===== config.mk =====
export PLATFORM = sky130hd
export DESIGN_NAME = elevator_car
export DESIGN_NICKNAME = d
export VERILOG_FILES = /design/src/rtl/elevator_car.sv
export SDC_FILE = /design/constraint.sdc
export NUM_CORES = 1
export LEC_CHECK = 0
export CORE_MARGIN = 1
export CORE_UTILIZATION = 47
export DETAILED_ROUTE_END_ITERATION = 6
export PLACE_DENSITY_LB_ADDON = 0.05
export SLEW_MARGIN = 10
export SYNTH_ARGS = -nofsm -noshare
export SYNTH_HDL_FRONTEND = slang
export SYNTH_SLANG_ARGS = --single-unit

===== constraint.sdc =====
create_clock -name clk -period 3.5 [get_ports clk]
set_input_delay 0.35 -clock clk [delete_from_list [all_inputs] [get_ports clk]]
set_output_delay 0.35 -clock clk [all_outputs]
set_load 0.01 [all_outputs]

===== src/rtl/elevator_car.sv =====
// Per-car motion and door controller: walks the car floor by floor toward its
// assigned hall calls and latched cabin requests, stopping to open the door.
module elevator_car #(
  parameter int MOVE_CYCLES = 4,
  parameter int DOOR_CYCLES = 3,
  parameter int RESET_FLOOR = 1
) (
  input  logic        clk,
  input  logic        reset,
  input  logic [13:0] floorButtonIn,
  input  logic [6:0]  cabinButton,
  output logic [2:0]  currentFloor,
  output logic [1:0]  direction,
  output logic [13:0] floorButtonOut,
  output logic [6:0]  cabinPending,
  output logic        doorOpen
);
  localparam int MW = (MOVE_CYCLES > 1) ? $clog2(MOVE_CYCLES) : 1;
  localparam int DW = (DOOR_CYCLES > 1) ? $clog2(DOOR_CYCLES) : 1;
  localparam logic [MW-1:0] MOVE_LAST = MW'(MOVE_CYCLES - 1);
  localparam logic [DW-1:0] DOOR_LAST = DW'(DOOR_CYCLES - 1);
  localparam logic [1:0] DIR_STOP = 2'b00;
  localparam logic [1:0] DIR_UP   = 2'b10;
  localparam logic [1:0] DIR_DOWN = 2'b01;

  typedef enum logic [1:0] {S_IDLE, S_MOVE, S_DOOR} state_e;

  state_e          state_q;
  logic [2:0]      floor_q;
  logic [1:0]      dir_q;
  logic            door_q;
  logic [MW-1:0]   mcnt_q;
  logic [DW-1:0]   dcnt_q;
  logic [13:0]     hall_q;
  logic [6:0]      cab_q;

  logic [6:0]  hall_up, hall_dn, req, cur_oh, step_oh;
  logic [6:0]  clr_up, clr_dn, clr_cab, cab_d;
  logic [13:0] clr_hall, hall_d;
  logic [2:0]  floor_step;
  logic        above_cur, below_cur, beyond_step, here_req;
  logic        arrive, stop_arr, door_hit, match_up, match_dn, go_up, go_dn;

  // Bit gi of each per-floor vector stands for floor gi+1.
  genvar gi;
  generate
    for (gi = 0; gi < 7; gi++) begin : g_floor
      assign hall_up[gi]        = floorButtonIn[2*gi+1];
      assign hall_dn[gi]        = floorButtonIn[2*gi];
      assign req[gi]            = cab_q[gi] | hall_up[gi] | hall_dn[gi];
      assign clr_hall[2*gi+1]   = clr_up[gi];
      assign clr_hall[2*gi]     = clr_dn[gi];
    end
  endgenerate

  function automatic logic any_above(input logic [6:0] r, input logic [2:0] f);
    logic a;
    a = 1'b0;
    for (int i = 0; i < 7; i++) if (i >= int'(f)) a = a | r[i];
    return a;
  endfunction

  function automatic logic any_below(input logic [6:0] r, input logic [2:0] f);
    logic b;
    b = 1'b0;
    for (int i = 0; i < 7; i++) if (i + 1 < int'(f)) b = b | r[i];
    return b;
  endfunction

  always_comb begin
    cur_oh      = 7'(7'd1 << (floor_q - 3'd1));
    floor_step  = (dir_q == DIR_UP) ? floor_q + 3'd1 : floor_q - 3'd1;
    step_oh     = 7'(7'd1 << (floor_step - 3'd1));
    above_cur   = any_above(req, floor_q);
    below_cur   = any_below(req, floor_q);
    beyond_step = (dir_q == DIR_UP) ? any_above(req, floor_step) : any_below(req, floor_step);
    here_req    = |(req & cur_oh);
    arrive      = (state_q == S_MOVE) && (mcnt_q == MOVE_LAST);
    stop_arr    = (|(cab_q & step_oh)) | !beyond_step |
                  ((dir_q == DIR_UP) ? (|(hall_up & step_oh)) : (|(hall_dn & step_oh)));
    // A stationary door (entered from IDLE) accepts calls in either direction.
    match_up    = (dir_q != DIR_DOWN);
    match_dn    = (dir_q != DIR_UP);
    door_hit    = (state_q == S_DOOR) &&
                  ((|((cab_q | cabinButton) & cur_oh)) |
                   (match_up && (|(hall_up & cur_oh))) |
                   (match_dn && (|(hall_dn & cur_oh))));
    go_up       = above_cur && ((dir_q != DIR_DOWN) || !below_cur);
    go_dn       = below_cur && ((dir_q == DIR_DOWN) || !above_cur);

    clr_up  = '0;
    clr_dn  = '0;
    clr_cab = '0;
    case (state_q)
      S_IDLE: if (here_req) begin
        clr_up  = cur_oh;
        clr_dn  = cur_oh;
        clr_cab = cur_oh;
      end
      S_MOVE: if (arrive && stop_arr) begin
        clr_cab = step_oh;
        if (dir_q == DIR_UP || !beyond_step) clr_up = step_oh;
        if (dir_q == DIR_DOWN || !beyond_step) clr_dn = step_oh;
      end
      S_DOOR: if (door_hit) begin
        clr_cab = cur_oh;
        if (match_up) clr_up = cur_oh;
        if (match_dn) clr_dn = cur_oh;
      end
      default: ;
    endcase

    hall_d = floorButtonIn & ~clr_hall;
    cab_d  = (cab_q | cabinButton) & ~clr_cab;
  end

  always_ff @(posedge clk) begin
    if (reset) begin
      state_q <= S_IDLE;
      floor_q <= 3'(RESET_FLOOR);
      dir_q   <= DIR_STOP;
      door_q  <= 1'b0;
      mcnt_q  <= '0;
      dcnt_q  <= '0;
      hall_q  <= '0;
      cab_q   <= '0;
    end else begin
      hall_q <= hall_d;
      cab_q  <= cab_d;
      case (state_q)
        S_IDLE: begin
          dir_q <= DIR_STOP;
          if (here_req) begin
            state_q <= S_DOOR;
            door_q  <= 1'b1;
            dcnt_q  <= '0;
          end else if (above_cur || below_cur) begin
            state_q <= S_MOVE;
            dir_q   <= above_cur ? DIR_UP : DIR_DOWN;
            mcnt_q  <= '0;
          end
        end
        S_MOVE: begin
          if (arrive) begin
            floor_q <= floor_step;
            mcnt_q  <= '0;
            if (stop_arr) begin
              state_q <= S_DOOR;
              door_q  <= 1'b1;
              dcnt_q  <= '0;
            end
          end else begin
            mcnt_q <= mcnt_q + 1'b1;
          end
        end
        S_DOOR: begin
          if (door_hit) begin
            dcnt_q <= '0;
          end else if (dcnt_q == DOOR_LAST) begin
            door_q <= 1'b0;
            mcnt_q <= '0;
            if (go_up) begin
              state_q <= S_MOVE;
              dir_q   <= DIR_UP;
            end else if (go_dn) begin
              state_q <= S_MOVE;
              dir_q   <= DIR_DOWN;
            end else begin
              state_q <= S_IDLE;
              dir_q   <= DIR_STOP;
            end
          end else begin
            dcnt_q <= dcnt_q + 1'b1;
          end
        end
        default: state_q <= S_IDLE;
      endcase
    end
  end

  assign currentFloor   = floor_q;
  assign direction      = dir_q;
  assign floorButtonOut = hall_q;
  assign cabinPending   = cab_q;
  assign doorOpen       = door_q;
endmodule


==> Word level (Yosys, flattened, before mapping) <==
Cells that the tools add are included.
{ "totals": {"ff_bits": 33, "latchBits": 0, "ramBits": 0, "mem_bits_ro": 0, "input_bits": 23, "out_inout_bits": 27, "elab_cells": 218, "mem_count": 0} }
{ "op_classes": {"addsub": 5, "multipliers": 0, "div_mod_pow": 0, "order_cmp": 26, "eq_ne": 17, "n_shift": 2, "n_mux": 77, "n_bitwise": 52, "reduce_logical": 31} }
{ "ops": {"columns": ["cell", "n"], "rows": [
  ["$mux W7", 11],
  ["$pmux W7 S3", 3],
  ["$and A7 B7 Y7", 8],
  ["$reduce_or A7 Y1", 7],
  ["$mux W2", 22],
  ["$or A1 B1 Y1", 40],
  ["$mux W1", 35],
  ["$ge A3 B3 Y1 const A", 6],
  ["$lt A3 B3 Y1 const A", 6],
  ["$pmux W2 S3", 3],
  ["$reduce_and A5 Y1", 3],
  ["$and A14 B14 Y14", 1],
  ["$ne A2 B2 Y1 const B", 7],
  ["$not A14 Y14", 1],
  ["$shl A1 B3 Y7 const A", 2],
  ["$ge A1 B3 Y1 const A", 4],
  ["$ge A2 B3 Y1 const A", 4],
  ["$lt A2 B3 Y1 const A", 4],
  ["$eq A2 B2 Y1 const B", 4],
  ["$logic_and A1 B1 Y1", 7],
  ["$not A7 Y7", 1],
  ["$or A7 B7 Y7", 1],
  ["$lt A1 B3 Y1 const A", 2],
  ["$ne A3 B3 Y1 const B", 2],
  ["other kinds (16)", 26]
]} }

==> Depth between registers and ports, before layout <==
Gate-level depths: netlist of run 1.
{ "depth": {"word_depth": 25, "ltp_mapped": 16} }

==> Worst setup path before layout of run 1 <==
OpenSTA, ideal clock, no wires.
{ "synth_path": {"path_type": "register to register", "start": "reg floor_q[0] (netlist: currentFloor[0])", "end": "reg dcnt_q[0]", "arrival_ns": 3.795, "t_required_ns": 3.379, "path_slack_ns": -0.417, "path_stages_with_launch": 15, "period_less_slack_ns": 3.917, "path_cell_list": "dfxtp_1 > buf_2 > clkinv_1 > ha_1 > buf_2 > xnor2_4 > nor2_1 > ha_1 > buf_2 > mux4_2 > a221oi_1 > o21a_2 > a21oi_4 > a211oi_4 > mux2_4"} }
{ "synth_via": {"elab_chain_len": 22, "elab_cells_between_ends": 73, "classes_between": "3 x add/sub; 13 x order compare; 3 x eq/ne; 2 x shift; 18 x mux; 22 x bitwise; 12 x reduce/logical"} }
{ "synth_lines": {"columns": ["item", "line_no", "source"], "rows": [
  ["from (decl)", "29", "logic [2:0] floor_q;"],
  ["from (signal assigned)", "120", "floor_q <= 3'(RESET_FLOOR);"],
  ["from (signal assigned)", "145", "floor_q <= floor_step;"],
  ["$sub A3 B1 Y3 / $add A3 B1 Y3 (equally long branches)", "71, 72", null],
  ["$mux W3", "72", "floor_step = (dir_q == DIR_UP) ? floor_q + 3'd1 : floor_q - 3'd1;"],
  ["$ge A1 B3 Y1", "59", "for (int i = 0; i < 7; i++) if (i >= int'(f)) a = a | r[i];"],
  ["$mux W1", "59", null],
  ["$or A1 B1 Y1", "59", null],
  ["$mux W1", "59", null],
  ["$or A1 B1 Y1", "59", null],
  ["$mux W1", "59", null],
  ["[... 5 more ...]", null, null],
  ["$mux W1", "59", null],
  ["$or A1 B1 Y1", "59", null],
  ["$mux W1", "59", null],
  ["$mux W1", "76", "beyond_step = (dir_q == DIR_UP) ? any_above(req, floor_step) : any_below(req, floor_step);"],
  ["$logic_not A1 Y1", "79", "stop_arr = (|(cab_q & step_oh)) | !beyond_step |"],
  ["$or A1 B1 Y1 (2 in series)", "79", null],
  ["$ne A2 B2 Y1 (no source line)", null, null],
  ["$reduce_and A5 Y1 (no source line)", null, null],
  ["to (signal assigned)", "173", "dcnt_q <= dcnt_q + 1'b1;"],
  ["to (decl)", "33", "logic [DW-1:0] dcnt_q;"]
]} }
Several ways; a longest one is shown, not always the timed one.
A chain may end at the register's enable or synchronous reset.

==> Worst setup path after layout of run 1 <==
{ "layout_path": {"start": "reg floor_q[0] (netlist: currentFloor[0])", "end": "reg dcnt_q[0]"} }
{ "layout_via": {"elab_chain_len": 22, "elab_cells_between_ends": 73, "classes_between": "3 x add/sub; 13 x order compare; 3 x eq/ne; 2 x shift; 18 x mux; 22 x bitwise; 12 x reduce/logical"} }
{ "layout_lines": {"columns": ["item", "line_no", "source"], "rows": [
  ["$sub A3 B1 Y3 / $add A3 B1 Y3 (equally long branches)", "72", null],
  ["$mux W3 (*)", "72", null],
  ["net floor_step[2]", "40", "logic [2:0] floor_step;"],
  ["$ge A1 B3 Y1", "59", null],
  ["$mux W1", "59", null],
  ["$or A1 B1 Y1", "59", null],
  ["$mux W1", "59", null],
  ["$or A1 B1 Y1", "59", null],
  ["[... 7 more ...]", null, null],
  ["$or A1 B1 Y1", "59", null],
  ["$mux W1", "59", null],
  ["$mux W1", "76", null],
  ["$logic_not A1 Y1", "79", null],
  ["$or A1 B1 Y1", "79", null],
  ["$or A1 B1 Y1 (*)", "79", null],
  ["$ne A2 B2 Y1 (no source line) (*)", null, null],
  ["$reduce_and A5 Y1 (no source line) (*)", null, null]
]} }
Mark *: on every way through the listed nets, which the timed path passes. The rest lies on a longest branch.

==> out/metrics.cfg, run 1 <==
[place]
place.port_buffers = 49
globalplace.congestion = 0.961
detailedPlacementHpwl_um = 6050
dpl-instance-area_um2 = 3120

[synth]
syn-cell-area_um2 = 2400
avgSynthCellArea_um2 = 8.38
netlist_instances = 286
synth-edff-count = 0
seq_cells_post_synth = 33
yosysWarningCount = 0
yosysSeqAreaShare = 0.276
postSynth.topFlopCell = sky130_fd_sc_hd__dfxtp_1
postSynthNetCount = 319
synth_cell_type_count = 61
async_reset_ff_frac = 0

[min_path]
hold_depth = 2
worstHoldPathType = register to register
hold_path_end = doorOpen
worstHoldStart = doorOpen

[grt]
wire_length_of_the_first_global_routing_pass_um = 12500
grt_pass1_vias = 2430
track_usage = 0.313
antenna_found_initial = 0
largest_net_degree_at_the_start_of_global_routing = 20
grt_overflow_total = 0

[sta]
grt_setup_unrepaired = false
tightest_slew_ps = 633
post-route-period-util = 0.954
max_freq_mhz = 299
timing.clock.skew_ps = 22.1
timing.final.crit_period_ps = 3340
slew_violations = 0
finalHoldViolCount = 0
setup_tns_ps = 0
timing.final.setup_violations = 0
max-slew-margin-rel = 0.577

[setup_path]
startpoint_type = register
critical_path_required_ps = 3680
setup.worst_path.end_class = register
worst_r2r_endpoint = dcnt_q[0]
crit_path_max_fanout = 6
timing.reg2reg.worst_path_depth = 12
regToRegStartpoint = currentFloor[0]
reg2reg_slack_ps = 160
setup.worst_path.class = register to register
worst_ep_arrival_time_ps = 3520

[power_and_ir_drop]
power.static_leakage_uw = 0.00127
internal_power_uw = 808
clock_power_share = 0.332
power.switching_fraction = 0.315
power.share.combinational = 0.311
portion_of_total_power_attributed_to_sequential_cells = 0.357
irDropWorstVdd_mv = 0.302
powerDensity_nw_per_um2 = 360
power_switching_uw = 372
total_power_uw = 1180

[detailed_routing]
routed-via-count = 2638
count_of_antenna_violating_nets_left_after_detailed_routing = 0
avgViaCountPerCell = 6.18
wire_per_inst_um = 18.9
detail_route.first_pass.iterations = 5
drc_errors = 0
dr.first_iter.drc_count = 308
postRouteWirelength_um = 8050

[final_layout]
post_route_cells_drive_above_1_share = 0.172
syn2layout_area_growth_pct = 37.0
diodes = 0
nets = 392
fin_area_um2 = 3280

[die]
chipWidth_um = 73.4
die-height_um = 73.4
core_region_area_um2 = 4820
row_count = 25
die_area_um2 = 5390
starting_utilization_of_the_core_area = 0.497
boundaryPins = 50

[status]
run_status = finished clean

[clocking]
path_clk_slew_ps = 90
clock_latency_ps = 300
ctsRootBufferMaster = sky130_fd_sc_hd__clkbuf_8
clock-sinks = 33
cts_made_buffers = 5
ctsHoldBuffers = 0
tritoncts = built
clk_path_buf_depth = 2
clock_h_tree_levels = 2

[run]
max-cap-violations = 0

[critical path, stage by stage, from the launching register on]
cell and delay, ps:
sky130_fd_sc_hd__dfxtp_4 400, sky130_fd_sc_hd__clkinv_4 60, sky130_fd_sc_hd__ha_1 220, sky130_fd_sc_hd__mux2i_2 200, sky130_fd_sc_hd__xnor2_1 170, sky130_fd_sc_hd__inv_1 100
sky130_fd_sc_hd__ha_4 320, sky130_fd_sc_hd__mux4_2 500, sky130_fd_sc_hd__a221oi_1 250, sky130_fd_sc_hd__o21a_2 250, sky130_fd_sc_hd__a21oi_4 90, sky130_fd_sc_hd__a211oi_4 330
sky130_fd_sc_hd__mux2_4 330
[power groups by stage]
stage               Combinational (µW)  Sequential (µW)  Clock (µW)
floorplan                          184              436           0
global placement                   351              431           0
detailed placement                 351              430           0
CTS                                353              422         395
global route                       391              424         410
finish                             367              422         392
[registers in the layout, summed over array words and instances (netlist names)]
signal,cells
cabinPending,7
currentFloor,3
dcnt_q,2
direction,2
doorOpen,1
floorButtonOut,14
mcnt_q,2
state_q,2
[through the flow]
stage               setup slack (ps)  utilization  hold slack, ps  instances
detailed placement              32.4        0.648             472        416
floorplan                       17.6            -             470        286
CTS                             54.1        0.673             484        424
finish                           160        0.682             483        427
global placement                 104        0.648             467        416
global route                    10.8        0.682             491        427
[area by class of cell]
type | count | area [µm²]
clock buffer | 7 | 86.3
clock inverter | 1 | 30.0
fill | 449 | 1530
inverter | 17 | 68.8
multi-input combinational | 223 | 1630
sequential | 33 | 666
tap | 67 | 83.8
timing repair buffer | 79 | 716
[Yosys cell counts, drive strengths merged, types with 2 or more instances]
cell	count	area, µm²
ha	10	125
nand2b	12	77.6
mux4	3	67.6
a211o	3	26.3
a221oi	14	123
o21ai	16	80.1
nand2	19	71.3
a221o	3	30.0
a22o	4	35.0
mux2i	3	30.0
nor2b	4	25.0
o21bai	3	22.5
buf	5	27.5
a21oi	20	115
o221ai	2	17.5
a311o	7	70.1
a222oi	2	20.0
or3	4	30.0
nor2	29	109
a22oi	7	52.6
clkbuf	8	30.0
dfxtp	33	661
and2	4	25.0
nor3	12	70.1
mux2	2	30.0
o31ai	6	45.0
nand3	5	25.0
inv	16	60.1
xnor2	5	62.6
o211ai	2	15.0
a21boi	2	26.3
[layout by cell type, fill, tap and decap left out, types with 6 or more instances in the layout]
cell / instances
sky130_fd_sc_hd__a21oi_1: 18
sky130_fd_sc_hd__a221oi_1: 14
sky130_fd_sc_hd__a22oi_1: 7
sky130_fd_sc_hd__a311o_1: 7
sky130_fd_sc_hd__buf_4: 30
sky130_fd_sc_hd__clkbuf_8: 6
sky130_fd_sc_hd__clkdlybuf4s50_1: 49
sky130_fd_sc_hd__dfxtp_1: 31
sky130_fd_sc_hd__ha_1: 9
sky130_fd_sc_hd__inv_1: 16
sky130_fd_sc_hd__nand2_1: 19
sky130_fd_sc_hd__nand2b_1: 11
sky130_fd_sc_hd__nor2_1: 28
sky130_fd_sc_hd__nor3_1: 10
sky130_fd_sc_hd__o21ai_0: 12
sky130_fd_sc_hd__o31ai_1: 6
[how the worst max path moves through the flow]
stage	from	depth (start not counted)	endpoint	slack, ps
2_1_floorplan	currentFloor[0]	14	dcnt_q[0]	20
3_3_place_gp	currentFloor[0]	12	cabinPending[3]	100
3_5_place_dp	currentFloor[1]	12	dcnt_q[0]	30
4_1_cts	currentFloor[0]	13	floorButtonOut[2]	50
5_1_grt	currentFloor[0]	12	dcnt_q[0]	10
6_report	currentFloor[0]	12	dcnt_q[0]	160
[metal layers]
layer,share of wire,GRT usage
met5,0,0
met4,0.028,0.124
met3,0.080,0.0658
met2,0.47,0.516
met1,0.42,0.399
[cells by family (layout without fill, tap and decap cells)]
kind of cell,count (synthesis),after routing,synth area share
buffers and inverters,30,104,0.0507
and+or+nand+nor,95,95,0.199
xor gates and xnor gates,6,6,0.0329
adders and majority gates,10,10,0.0522
DFF,33,33,0.276
AOI/OAI and AO/OA,104,104,0.336
muxes,8,8,0.0533
[timing repair]
action                     in CTS  in global routing
gates cloned                    0                  0
setup endpoints to repair       1                 20
gates resized for setup         1                  6
buffers inserted                0                  3
pin swaps                       0                  2
No activity file was read; power rests on OpenSTA's default activity.
==> inputs of run 2 (changes only) <==
--- a/config.mk
+++ b/config.mk
@@ -5,8 +5,10 @@
 export SDC_FILE = /design/constraint.sdc
 export NUM_CORES = 1
 export LEC_CHECK = 0
+export CELL_PAD_IN_SITES_DETAIL_PLACEMENT = 2
+export CELL_PAD_IN_SITES_GLOBAL_PLACEMENT = 2
 export CORE_MARGIN = 1
-export CORE_UTILIZATION = 47
+export CORE_UTILIZATION = 27
 export DETAILED_ROUTE_END_ITERATION = 6
 export PLACE_DENSITY_LB_ADDON = 0.05
 export SLEW_MARGIN = 10
==> run 2 against run 1 <==
  * Flip-flop and latch count did not move
  * Count of clock-buffer cells in the layout unchanged
  * Sequential power barely moved
  * First-iteration DRC count is 47% lower
  * Largest cell class unchanged
  * Largest power group unchanged
==> out/metrics.cfg, run 2 (synthesis results as in run 1) <==
[place]
place.detailed.instances = 469
dpl_worst_slack_ps = -86.0
dpl-instance-area_um2 = 3260
place.port_buffers = 49
detailedPlacementHpwl_um = 8410
globalplace.congestion = 0.902

[min_path]
worstHoldPathType = register to register
worstHoldStart = doorOpen
hold_depth = 2
hold_path_end = doorOpen

[clocking]
ctsHoldBuffers = 0
tritoncts = built
path_clk_slew_ps = 90
clock-sinks = 33
clock_h_tree_levels = 2
cts_made_buffers = 5
clk_path_buf_depth = 2
clock_latency_ps = 300
ctsRootBufferMaster = sky130_fd_sc_hd__clkbuf_8

[sta]
timing.final.setup_violations = 0
timing.clock.skew_ps = 11.0
max-slew-margin-rel = 0.457
max_freq_mhz = 291
slew_violations = 0
worst_slack_ps = 68.8
finalHoldViolCount = 0
tightest_slew_ps = 809
post-route-period-util = 0.980
timing.final.crit_period_ps = 3430
hold_ws_ps = 484

[setup_path]
reg2reg_slack_ps = 70
startpoint_type = register
regToRegStartpoint = currentFloor[1]
worst_r2r_endpoint = dcnt_q[0]
crit_path_max_fanout = 7
worst_ep_arrival_time_ps = 3610
critical_path_required_ps = 3680
timing.reg2reg.worst_path_depth = 13
setup.worst_path.class = register to register
setup.worst_path.end_class = register

[final_layout]
diodes = 0
syn2layout_area_growth_pct = 43.8
mostFrequentLayoutCell = sky130_fd_sc_hd__clkdlybuf4s50_1
post_route_cells_drive_above_1_share = 0.199
largest_register_ffs = 14
multi_input_logic_area_um2 = 1670
fin_area_um2 = 3450
nets = 403
fillCellCount = 974
layout.area.seq_um2 = 662
commonest_non_fill_non_tap_cells_in_the_layout = sky130_fd_sc_hd__clkdlybuf4s50_1, sky130_fd_sc_hd__buf_4, sky130_fd_sc_hd__dfxtp_1, sky130_fd_sc_hd__nor2_1, sky130_fd_sc_hd__nand2_1
number_of_standard_cells_in_the_layout_taps_in_and_fillers_out = 479

[die]
core_region_area_um2 = 8640
die_area_um2 = 9260
starting_utilization_of_the_core_area = 0.277
chipWidth_um = 96.2
die-height_um = 96.2
row_count = 34
boundaryPins = 50

[status]
run_status = finished clean

[grt]
grt_pass1_vias = 2806
grt_overflow_total = 0
track_usage = 0.247
wire_length_of_the_first_global_routing_pass_um = 16500
largest_net_degree_at_the_start_of_global_routing = 20
antenna_found_initial = 0

[detailed_routing]
wire_per_inst_um = 22.7
routed-via-count = 2727
postRouteWirelength_um = 10900
avgViaCountPerCell = 5.69
dr.first_iter.drc_count = 162
detail_route.first_pass.iterations = 6
count_of_antenna_violating_nets_left_after_detailed_routing = 0
drc_errors = 0

[power_and_ir_drop]
power.static_leakage_uw = 0.00134
powerDensity_nw_per_um2 = 359
irDropWorstVdd_mv = 0.238

[run]
max-cap-violations = 0

run 2: cell types whose count changed in the layout (fill, tap and decap cells not counted), sizes merged:
cell	before	now
buf	30	41
run 2: stage by stage:
stage | utilization | setup TNS, ps | power [µW]
floorplan | - | 0 | 620
global placement | 0.378 | 0 | 820
detailed placement | 0.378 | -347 | 826
CTS | 0.394 | 0 | 1240
global route | 0.399 | -149 | 1290
finish | 0.399 | 0 | 1240
run 2: worst max-delay path by stage:
stage | startpoint | to | slack (ps) | cells after the start
floorplan | currentFloor[0] | dcnt_q[0] | 20 | 14
global placement | currentFloor[0] | floorButtonOut[10] | 130 | 14
detailed placement | currentFloor[1] | floorButtonOut[10] | -90 | 14
CTS | currentFloor[1] | dcnt_q[0] | 40 | 12
global route | currentFloor[1] | dcnt_q[0] | -70 | 13
finish | currentFloor[1] | dcnt_q[0] | 70 | 13
run 2: what timing repair did:
| action | in CTS | in global routing |
|---|---|---|
| pin swaps | 0 | 1 |
| gates resized for setup | 3 | 4 |
| hold endpoints to repair | 0 | 0 |
| buffers inserted | 0 | 2 |
| endpoints found under the setup margin | 10 | 17 |
run 2: power by group:
part	internal, µW	leakage (µW)	switching (µW)	total (µW)
sequential	401	0.000272	23.4	424
combinational	197	0.00101	216	413
clock	233	0.0000585	167	400
run 2: worst max-delay path: stages, from the launching register on:
cell and delay, ps:
sky130_fd_sc_hd__dfxtp_1 380, sky130_fd_sc_hd__inv_1 110, sky130_fd_sc_hd__ha_1 250, sky130_fd_sc_hd__mux2i_4 230, sky130_fd_sc_hd__xnor2_2 170, sky130_fd_sc_hd__inv_1 110
sky130_fd_sc_hd__ha_4 300, sky130_fd_sc_hd__buf_4 160, sky130_fd_sc_hd__mux4_2 500, sky130_fd_sc_hd__o22ai_1 170, sky130_fd_sc_hd__o21a_2 210, sky130_fd_sc_hd__a21oi_4 90
sky130_fd_sc_hd__a211oi_4 300, sky130_fd_sc_hd__mux2_4 330
run 2: final cells by class:
type,instances,share of cell area
multi-input combinational,223,0.483
clock buffer,7,0.0251
sequential,33,0.192
clock inverter,1,0.00871
inverter,17,0.0200
timing repair buffer,90,0.232
tap,108,0.0392
run 2: per-layer routing:
layer	track usage	wire length, µm	vias to the layer above
li1	-	-	1249
met1	0.328	4960	1380
met2	0.420	5160	80
met3	0.0363	508	18
met4	0.0522	244	0
met5	0	0	-
